==> src/rtl/mem_arb_pkg.sv <==
// Shared types and constants for the fetch/data memory arbiter.
package mem_arb_pkg;

  localparam int unsigned DEF_ADDR_W = 32;
  localparam int unsigned DEF_DATA_W = 32;
  localparam int unsigned CNT_W      = 4;
  localparam logic [31:0] EOF_ADDR   = 32'hFFFF_FFFF;

  typedef enum logic [1:0] {
    IDLE   = 2'd0,
    ACCESS = 2'd1,
    DONE   = 2'd2
  } state_t;

  typedef enum logic {
    GNT_IF = 1'b0,
    GNT_D  = 1'b1
  } gnt_t;

endpackage

==> src/rtl/mem_lat_cnt.sv <==
// ACCESS-phase latency counter: loads MEM_LAT-1, counts down, flags the last cycle.
module mem_lat_cnt
  import mem_arb_pkg::*;
#(
  parameter int unsigned MEM_LAT = 2
) (
  input  logic clk,
  input  logic rst,
  input  logic i_load,
  output logic o_last_c
);

  logic [CNT_W-1:0] r_cnt;

  always_ff @(posedge clk) begin
    if (rst) begin
      r_cnt <= '0;
    end else if (i_load) begin
      r_cnt <= CNT_W'(MEM_LAT - 1);
    end else if (r_cnt != '0) begin
      r_cnt <= r_cnt - CNT_W'(1);
    end
  end

  assign o_last_c = (r_cnt == '0);

endmodule

==> src/rtl/mem_arbiter.sv <==
// Single-port memory arbiter for instruction fetch and data load/store.
// Optional: define ARB_ROUND_ROBIN_EN for alternating grants on contention.
module mem_arbiter
  import mem_arb_pkg::*;
#(
  parameter int unsigned ADDR_W  = DEF_ADDR_W,
  parameter int unsigned DATA_W  = DEF_DATA_W,
  parameter int unsigned MEM_LAT = 2
) (
  input  logic              clk,
  input  logic              rst,
  input  logic              if_req,
  input  logic [ADDR_W-1:0] if_addr,
  output logic              if_ack,
  output logic [DATA_W-1:0] if_rdata,
  input  logic              d_req,
  input  logic              d_we,
  input  logic [ADDR_W-1:0] d_addr,
  input  logic [DATA_W-1:0] d_wdata,
  output logic              d_ack,
  output logic [DATA_W-1:0] d_rdata,
  output logic [ADDR_W-1:0] mem_addr,
  output logic [DATA_W-1:0] mem_wdata,
  output logic              mem_read,
  output logic              mem_write,
  input  logic [DATA_W-1:0] mem_rdata,
  output logic              stall,
  output logic              halted
);

  state_t            r_state;
  state_t            w_state_nxt;
  gnt_t              r_gnt;
  gnt_t              w_gnt_sel;
  logic              w_grant;
  logic              w_finish;
  logic              w_last;
  logic              w_if_eof;
  logic              r_we;
  logic              r_eof;
  logic              r_if_ack;
  logic              r_d_ack;
  logic              r_mem_read;
  logic              r_mem_write;
  logic              r_halted;
  logic [ADDR_W-1:0] r_mem_addr;
  logic [DATA_W-1:0] r_mem_wdata;
  logic [DATA_W-1:0] r_if_rdata;
  logic [DATA_W-1:0] r_d_rdata;

  mem_lat_cnt #(.MEM_LAT(MEM_LAT)) u_lat_cnt (
    .clk      (clk),
    .rst      (rst),
    .i_load   (w_grant),
    .o_last_c (w_last)
  );

  assign w_if_eof = (if_addr == ADDR_W'(EOF_ADDR));

`ifdef ARB_ROUND_ROBIN_EN
  gnt_t r_last_gnt;

  always_ff @(posedge clk) begin
    if (rst) begin
      r_last_gnt <= GNT_IF;
    end else if (w_grant) begin
      r_last_gnt <= w_gnt_sel;
    end
  end
`endif

  always_ff @(posedge clk) begin
    if (rst) begin
      r_state <= IDLE;
    end else begin
      r_state <= w_state_nxt;
    end
  end

  // Next state, grant and completion decode.
  always_comb begin
    w_state_nxt = r_state;
    w_grant     = 1'b0;
    w_finish    = 1'b0;
`ifdef ARB_ROUND_ROBIN_EN
    if (if_req && d_req) begin
      w_gnt_sel = (r_last_gnt == GNT_IF) ? GNT_D : GNT_IF;
    end else begin
      w_gnt_sel = d_req ? GNT_D : GNT_IF;
    end
`else
    w_gnt_sel = d_req ? GNT_D : GNT_IF;
`endif
    case (r_state)
      IDLE: begin
        if (!r_halted && (if_req || d_req)) begin
          w_grant     = 1'b1;
          w_state_nxt = ACCESS;
        end
      end
      ACCESS: begin
        if (w_last) begin
          w_finish    = 1'b1;
          w_state_nxt = DONE;
        end
      end
      DONE:    w_state_nxt = IDLE;
      default: w_state_nxt = IDLE;
    endcase
  end

  // Granted request latch, strobes, read capture and acks.
  always_ff @(posedge clk) begin
    if (rst) begin
      r_gnt       <= GNT_IF;
      r_we        <= 1'b0;
      r_eof       <= 1'b0;
      r_if_ack    <= 1'b0;
      r_d_ack     <= 1'b0;
      r_mem_read  <= 1'b0;
      r_mem_write <= 1'b0;
      r_halted    <= 1'b0;
      r_mem_addr  <= '0;
      r_mem_wdata <= '0;
      r_if_rdata  <= '0;
      r_d_rdata   <= '0;
    end else begin
      r_if_ack <= 1'b0;
      r_d_ack  <= 1'b0;
      if (w_grant) begin
        r_gnt <= w_gnt_sel;
        if (w_gnt_sel == GNT_D) begin
          r_mem_addr  <= d_addr;
          r_mem_wdata <= d_wdata;
          r_we        <= d_we;
          r_eof       <= 1'b0;
          r_mem_read  <= ~d_we;
          r_mem_write <= d_we;
        end else begin
          r_mem_addr  <= if_addr;
          r_we        <= 1'b0;
          r_eof       <= w_if_eof;
          r_mem_read  <= ~w_if_eof;
          r_mem_write <= 1'b0;
        end
      end
      if (w_finish) begin
        r_mem_read  <= 1'b0;
        r_mem_write <= 1'b0;
        if (r_gnt == GNT_D) begin
          r_d_ack <= 1'b1;
          if (!r_we) begin
            r_d_rdata <= mem_rdata;
          end
        end else begin
          r_if_ack   <= 1'b1;
          r_if_rdata <= r_eof ? '0 : mem_rdata;
          if (r_eof) begin
            r_halted <= 1'b1;
          end
        end
      end
    end
  end

  assign if_ack    = r_if_ack;
  assign d_ack     = r_d_ack;
  assign if_rdata  = r_if_rdata;
  assign d_rdata   = r_d_rdata;
  assign mem_addr  = r_mem_addr;
  assign mem_wdata = r_mem_wdata;
  assign mem_read  = r_mem_read;
  assign mem_write = r_mem_write;
  assign halted    = r_halted;
  assign stall     = (if_req | d_req) & ~(r_if_ack | r_d_ack);

endmodule

==> config.mk <==
export PLATFORM = sky130hd
export DESIGN_NAME = mem_arbiter
export DESIGN_NICKNAME = d
export VERILOG_FILES = /design/src/rtl/mem_arb_pkg.sv /design/src/rtl/mem_lat_cnt.sv /design/src/rtl/mem_arbiter.sv
export SDC_FILE = /design/constraint.sdc
export NUM_CORES = 1
export LEC_CHECK = 0
export BUFFER_PORTS_ARGS = -buffer_cell sky130_fd_sc_hd__buf_2
export CAP_MARGIN = 10
export CORE_MARGIN = 5
export CORE_UTILIZATION = 25
export CTS_CLUSTER_DIAMETER = 50
export DETAILED_ROUTE_END_ITERATION = 10
export PLACE_DENSITY = 0.54
export SYNTH_ARGS = -nofsm -noshare
export SYNTH_HDL_FRONTEND = slang
export SYNTH_SLANG_ARGS = --single-unit
==> constraint.sdc <==
create_clock -name clk -period 5.2 [get_ports clk]
set_clock_uncertainty 0.15 [all_clocks]
set_input_delay 1.3 -clock clk [delete_from_list [all_inputs] [get_ports clk]]
set_output_delay 1.3 -clock clk [all_outputs]
set_load 0.03 [all_outputs]
* Word level (Yosys, flattened, before mapping)
Index checks and enable logic that the tools add are counted.
Operators by class: add/subtract/negate cells 1, equal/unequal tests 4, multiplexer cells 17, bitwise logic cells 9, reduce and logical (&&, ||, !) cells 15
Operators by type and width (number):
- 32-bit 2-to-1 mux | 2
- 32-bit equality test, second input constant | 1
- 1-bit 2-to-1 mux | 12
- 1-bit NOT | 6
- 2-bit AND reduction | 3
- 3-bit AND reduction | 2
- 2-bit OR reduction | 3
- 4-bit logical NOT | 1
- 2-bit 2-to-1 mux | 2
- 2-bit one-hot mux with 2 select lines | 1
- 4-bit nonzero test | 1
- 4-bit by 1-bit subtractor with 4-bit output, second input constant | 1
- 2-bit by 1-bit equality test with 1-bit output, second input constant | 1
- 2-bit logical NOT | 1
- 2-bit by 1-bit inequality test with 1-bit output, second input constant | 1
- 2-bit inequality test, second input constant | 1
- 1-bit OR | 2
- 2-bit nonzero test | 1
- 1-bit bitwise AND | 1
- 1-bit logical AND | 1
- 1-bit logical NOT | 1
- 1-bit logical OR | 1
Word-level totals: bits in registers 142, bits of input ports 133, output and inout port bits 134, logic and storage cells 61

* Longest topological paths before layout
depth in word-level cells 5, gate-level depth with buffers 9, mapped depth without buffers 6

* Cells and area by module
From an unflattened synthesis, not the netlist that was laid out.
Second synthesis, totals: cell total of the unflattened synthesis 639, area total of the unflattened synthesis 5670.4 um2
Modules (own cells, without submodules):
- mem_arbiter | times used 1, cells an instance 619, area each 5467.7 um2, sequential area each 2762.6 um2
- mem_lat_cnt | times used 1, cells an instance 20, area each 202.7 um2, sequential area each 80.1 um2

* Worst setup path after synthesis
No wires, ideal clock.
kind input to output, from input d_req, to output stall, data arrival time 2.192 ns, data required time 3.750 ns, setup slack 1.558 ns, cell stages on the path 3, buffers on the path 1, cell sequence buf_2 nor2_1 nor3_1
On the way: longest elaborated chain between the ends 2
Ends and longest elaborated chain:
- start: declaration | line mem_arbiter.sv:16 | input logic d_req,
- 1-bit OR | line mem_arbiter.sv:175 | assign stall = (if_req | d_req) & ~(r_if_ack | r_d_ack);
- 1-bit bitwise AND | line mem_arbiter.sv:175
- end: declaration | line mem_arbiter.sv:27 | output logic stall,
Every way passes these cells.

* Final worst setup path
Same ends and word-level chain as after synthesis.

==> flow_summary.ini <==
[global_route]
largest_net_degree_at_the_start_of_global_routing = 72
first_global_vias = 5053
first_pass_grt_wire_length_mm = 27.17
global_route.usage.total_pct = 13.71
grt_antenna_before_repair = 1
globalRouteOverflowTotal = 0

[pwr]
pwr_density_cell_nw_per_um2 = 449.8
share_clk_of_total_power_pct = 34.3
switch_share_pct = 35.45
power_frac_seq_pct = 38.3
total_leakage_power_nw = 3.411
max-vdd-ir-drop_v = 0.0002161
comb_power_share_pct = 27.4
switchingPower_mw = 1.210
internal_pwr_total_mw = 2.202

[clocking]
ctsHtreeMaxLevel = 4
insertion_delay_of_the_later_clocked_pin_in_the_worst_skew_pair_ns = 0.40
cts.repair.resized = 0
clk_transition_reported_paths_ns = 0.06
post-cts-setup-buffer-count = 0
cts_made_buffers = 17
clkSinkCount = 142
cts_tree = yes
max-clock-path-buffers = 2
cts.root.buffer_cell = clkbuf_16
cts-hold-fix-buffers = 0

[setup_path]
worst_ep_required_time_ns = 3.75
crit_chain = buf_2 -> nor2_1 -> nor3_1 -> buf_2
max_stage_delay_ns = 0.46
critical_path.top_delay_family = simple AND/OR/NAND/NOR gates
timing.critical_path.to_type = primary output
cp_num_buf_inv = 2
critical_path_slowest_stage_cell = nor2_1
timing.critical_path.mode_cell = buf_2
worst-setup-path-type = in2out
timing.critical_path.arrival_ns = 2.16
setup.reg_to_reg.worst_slack_ns = 2.70
worst-path-max-fanout = 2
crit_path_start_kind = primary input

[sta]
finalMaxSlewViolations = 0
worst_slew_pin_slew_ns = 1.144
fin_tns_setup_ns = 0
rsz0062_at_grt = false
timing_hold_violations_final = 0
finalSetupViolCount = 0
final_clock_period_utilization_by_the_worst_path_pct = 69.49
achievable-frequency_mhz = 276.7
slew-limit-headroom_pct = 23.56
timing.final.crit_period_ns = 3.614

[routing]
detail_route.iter0.violations = 213
drt_drc_violations_left = 0
drtAntennaViolNets = 0
drt_pass1_iterations = 4
wirelength_per_cell_um = 14.96
total_number_of_vias = 5241
vias_per_cell = 4.460
drt-total-wl_mm = 17.58

[finish]
postLayoutCellArea_um2 = 7585
final.fill_count = 2318
antenna_cells_inserted = 0
num-nets-final = 1017
area.growth.synth_to_final_pct = 38.88
final_layout_size_suffix_gt1_share_pct = 34.75

[job]
cap_violations = 0

[die]
start_util_pct = 25.18
core.rowCount = 54
die_width_um = 157.8
io-pin-count = 267
core-area_um2 = 21690
die_y_um = 157.8
dieArea_um2 = 24900

[outcome]
status = complete, no violations

[placed_design]
placed_cell_area_um2 = 7019
dp.final_hpwl_mm = 12.20
io_buffers = 266
gpl.final_weighted_congestion = 0.7619

[synthesis]
post-synth-top-area-fraction_pct = 52.05
synth_enable_flop_cells = 0
synth_sequential_area_ratio_pct = 52.05
post_synth_inst_count = 639
synth_most_common_cell = nand2_1
synth_fp_nets = 774
synth-main-ff-cell = dfxtp_1
netlist_area_um2 = 5461
synth_seq_cells = 142
synth-async-reset-ratio_pct = 0
yosys_warnings = 0
synth.top_cells.by_area = dfxtp_1 (52%), nand2_1 (11%), a21oi_1 (9.3%)
yosys-top-cells-count = nand2_1 (165), dfxtp_1 (142), a21oi_1 (102)
synth.distinct_cells = 32
syn-mean-instance-area_um2 = 8.547
synth_top_area_cell = dfxtp_1

[min_path]
min-delay-path-class = reg2reg
## power groups by stage
stage               Sequential [mW]  Combinational (mW)  Clock, mW
floorplan                      1.58               0.395          0
global placement               1.33               0.946          0
detailed placement             1.33               0.951          0
CTS                            1.31               0.953       1.21
global route                   1.32                1.03       1.27
finish                         1.31               0.936       1.17
## layout make-up
type                       instances  area [um2]  share of cell area, %
sequential                       142        2843                  37.48
multi-input combinational        442        2410                  31.77
timing repair buffer             275        1401                  18.48
clock buffer                      19       452.9                  5.972
tap                              280       350.3                  4.619
clock inverter                    13       112.6                  1.485
inverter                           4       15.01                 0.1980
## placed cells by master (no fill, tap or decap), drive strengths merged, types with 2 or more instances in the layout
cell type	Yosys	routed
buf	13	275
nand2	165	165
dfxtp	142	142
a21oi	102	102
nor2	37	37
nand3b	34	34
mux2i	32	32
a211oi	32	32
clkbuf	38	19
nand4	7	7
inv	4	7
nor3	6	6
clkinv	0	6
nor4	5	5
xnor2	3	3
o21ai	3	3
clkinvlp	0	3
nand3	2	2
ha	2	2
nor2b	2	2
## cells by family after synthesis
family | Yosys count | synth area share, %
flip-flops | 142 | 52.05
AO/OA/AOI/OAI | 141 | 14.64
XOR/XNOR | 3 | 0.4812
multiplexers | 32 | 5.865
AND/OR/NAND/NOR | 264 | 22.11
adder cells (fa/ha/maj) | 2 | 0.4581
buffers and inverters | 55 | 4.398
## routing by layer
metal	vias up	global-route usage, %	share of wire (%)
met5	-	0	0.063
met1	2385	16.95	43
met3	14	5.085	9.1
met2	167	22.07	47
met4	2	4.670	1.4
li1	2673	-	-
## through the flow
stage	hold WS, ns	instances	power, mW	util [%]	setup slack, ns
floorplan	0.3055	639	1.970	-	1.558
global placement	0.2862	1143	2.275	32.36	1.549
detailed placement	0.2905	1143	2.280	32.36	1.553
CTS	0.2990	1175	3.471	34.97	1.552
global route	0.3190	1175	3.620	34.97	1.522
finish	0.2971	1175	3.412	34.97	1.586
## tightest hold or removal path, delay by kind of cell, from the launching register on
kind / cells / cell delay (ns)
AO/OA/AOI/OAI: 1 / 0.05
flip-flops: 1 / 0.30
AND/OR/NAND/NOR: 1 / 0.05
## final timing paths
kind | cells past startpoint | start | to
worst max-delay path | 4 | d_req | stall
worst min register to register | 2 | if_rdata[7] | if_rdata[7]
worst max register to register | 5 | halted | mem_addr[28]
worst min-delay path | 2 | if_rdata[7] | if_rdata[7]
## flip-flops by register name (all words and copies together), names as in the netlist
name             cells
if_rdata            32
r_we                 1
r_eof                1
mem_read             1
d_ack                1
r_gnt                1
halted               1
mem_wdata           32
mem_write            1
mem_addr            32
u_lat_cnt.r_cnt      4
if_ack               1
d_rdata             32
r_state              2
Power figures use the tool's default switching activity.
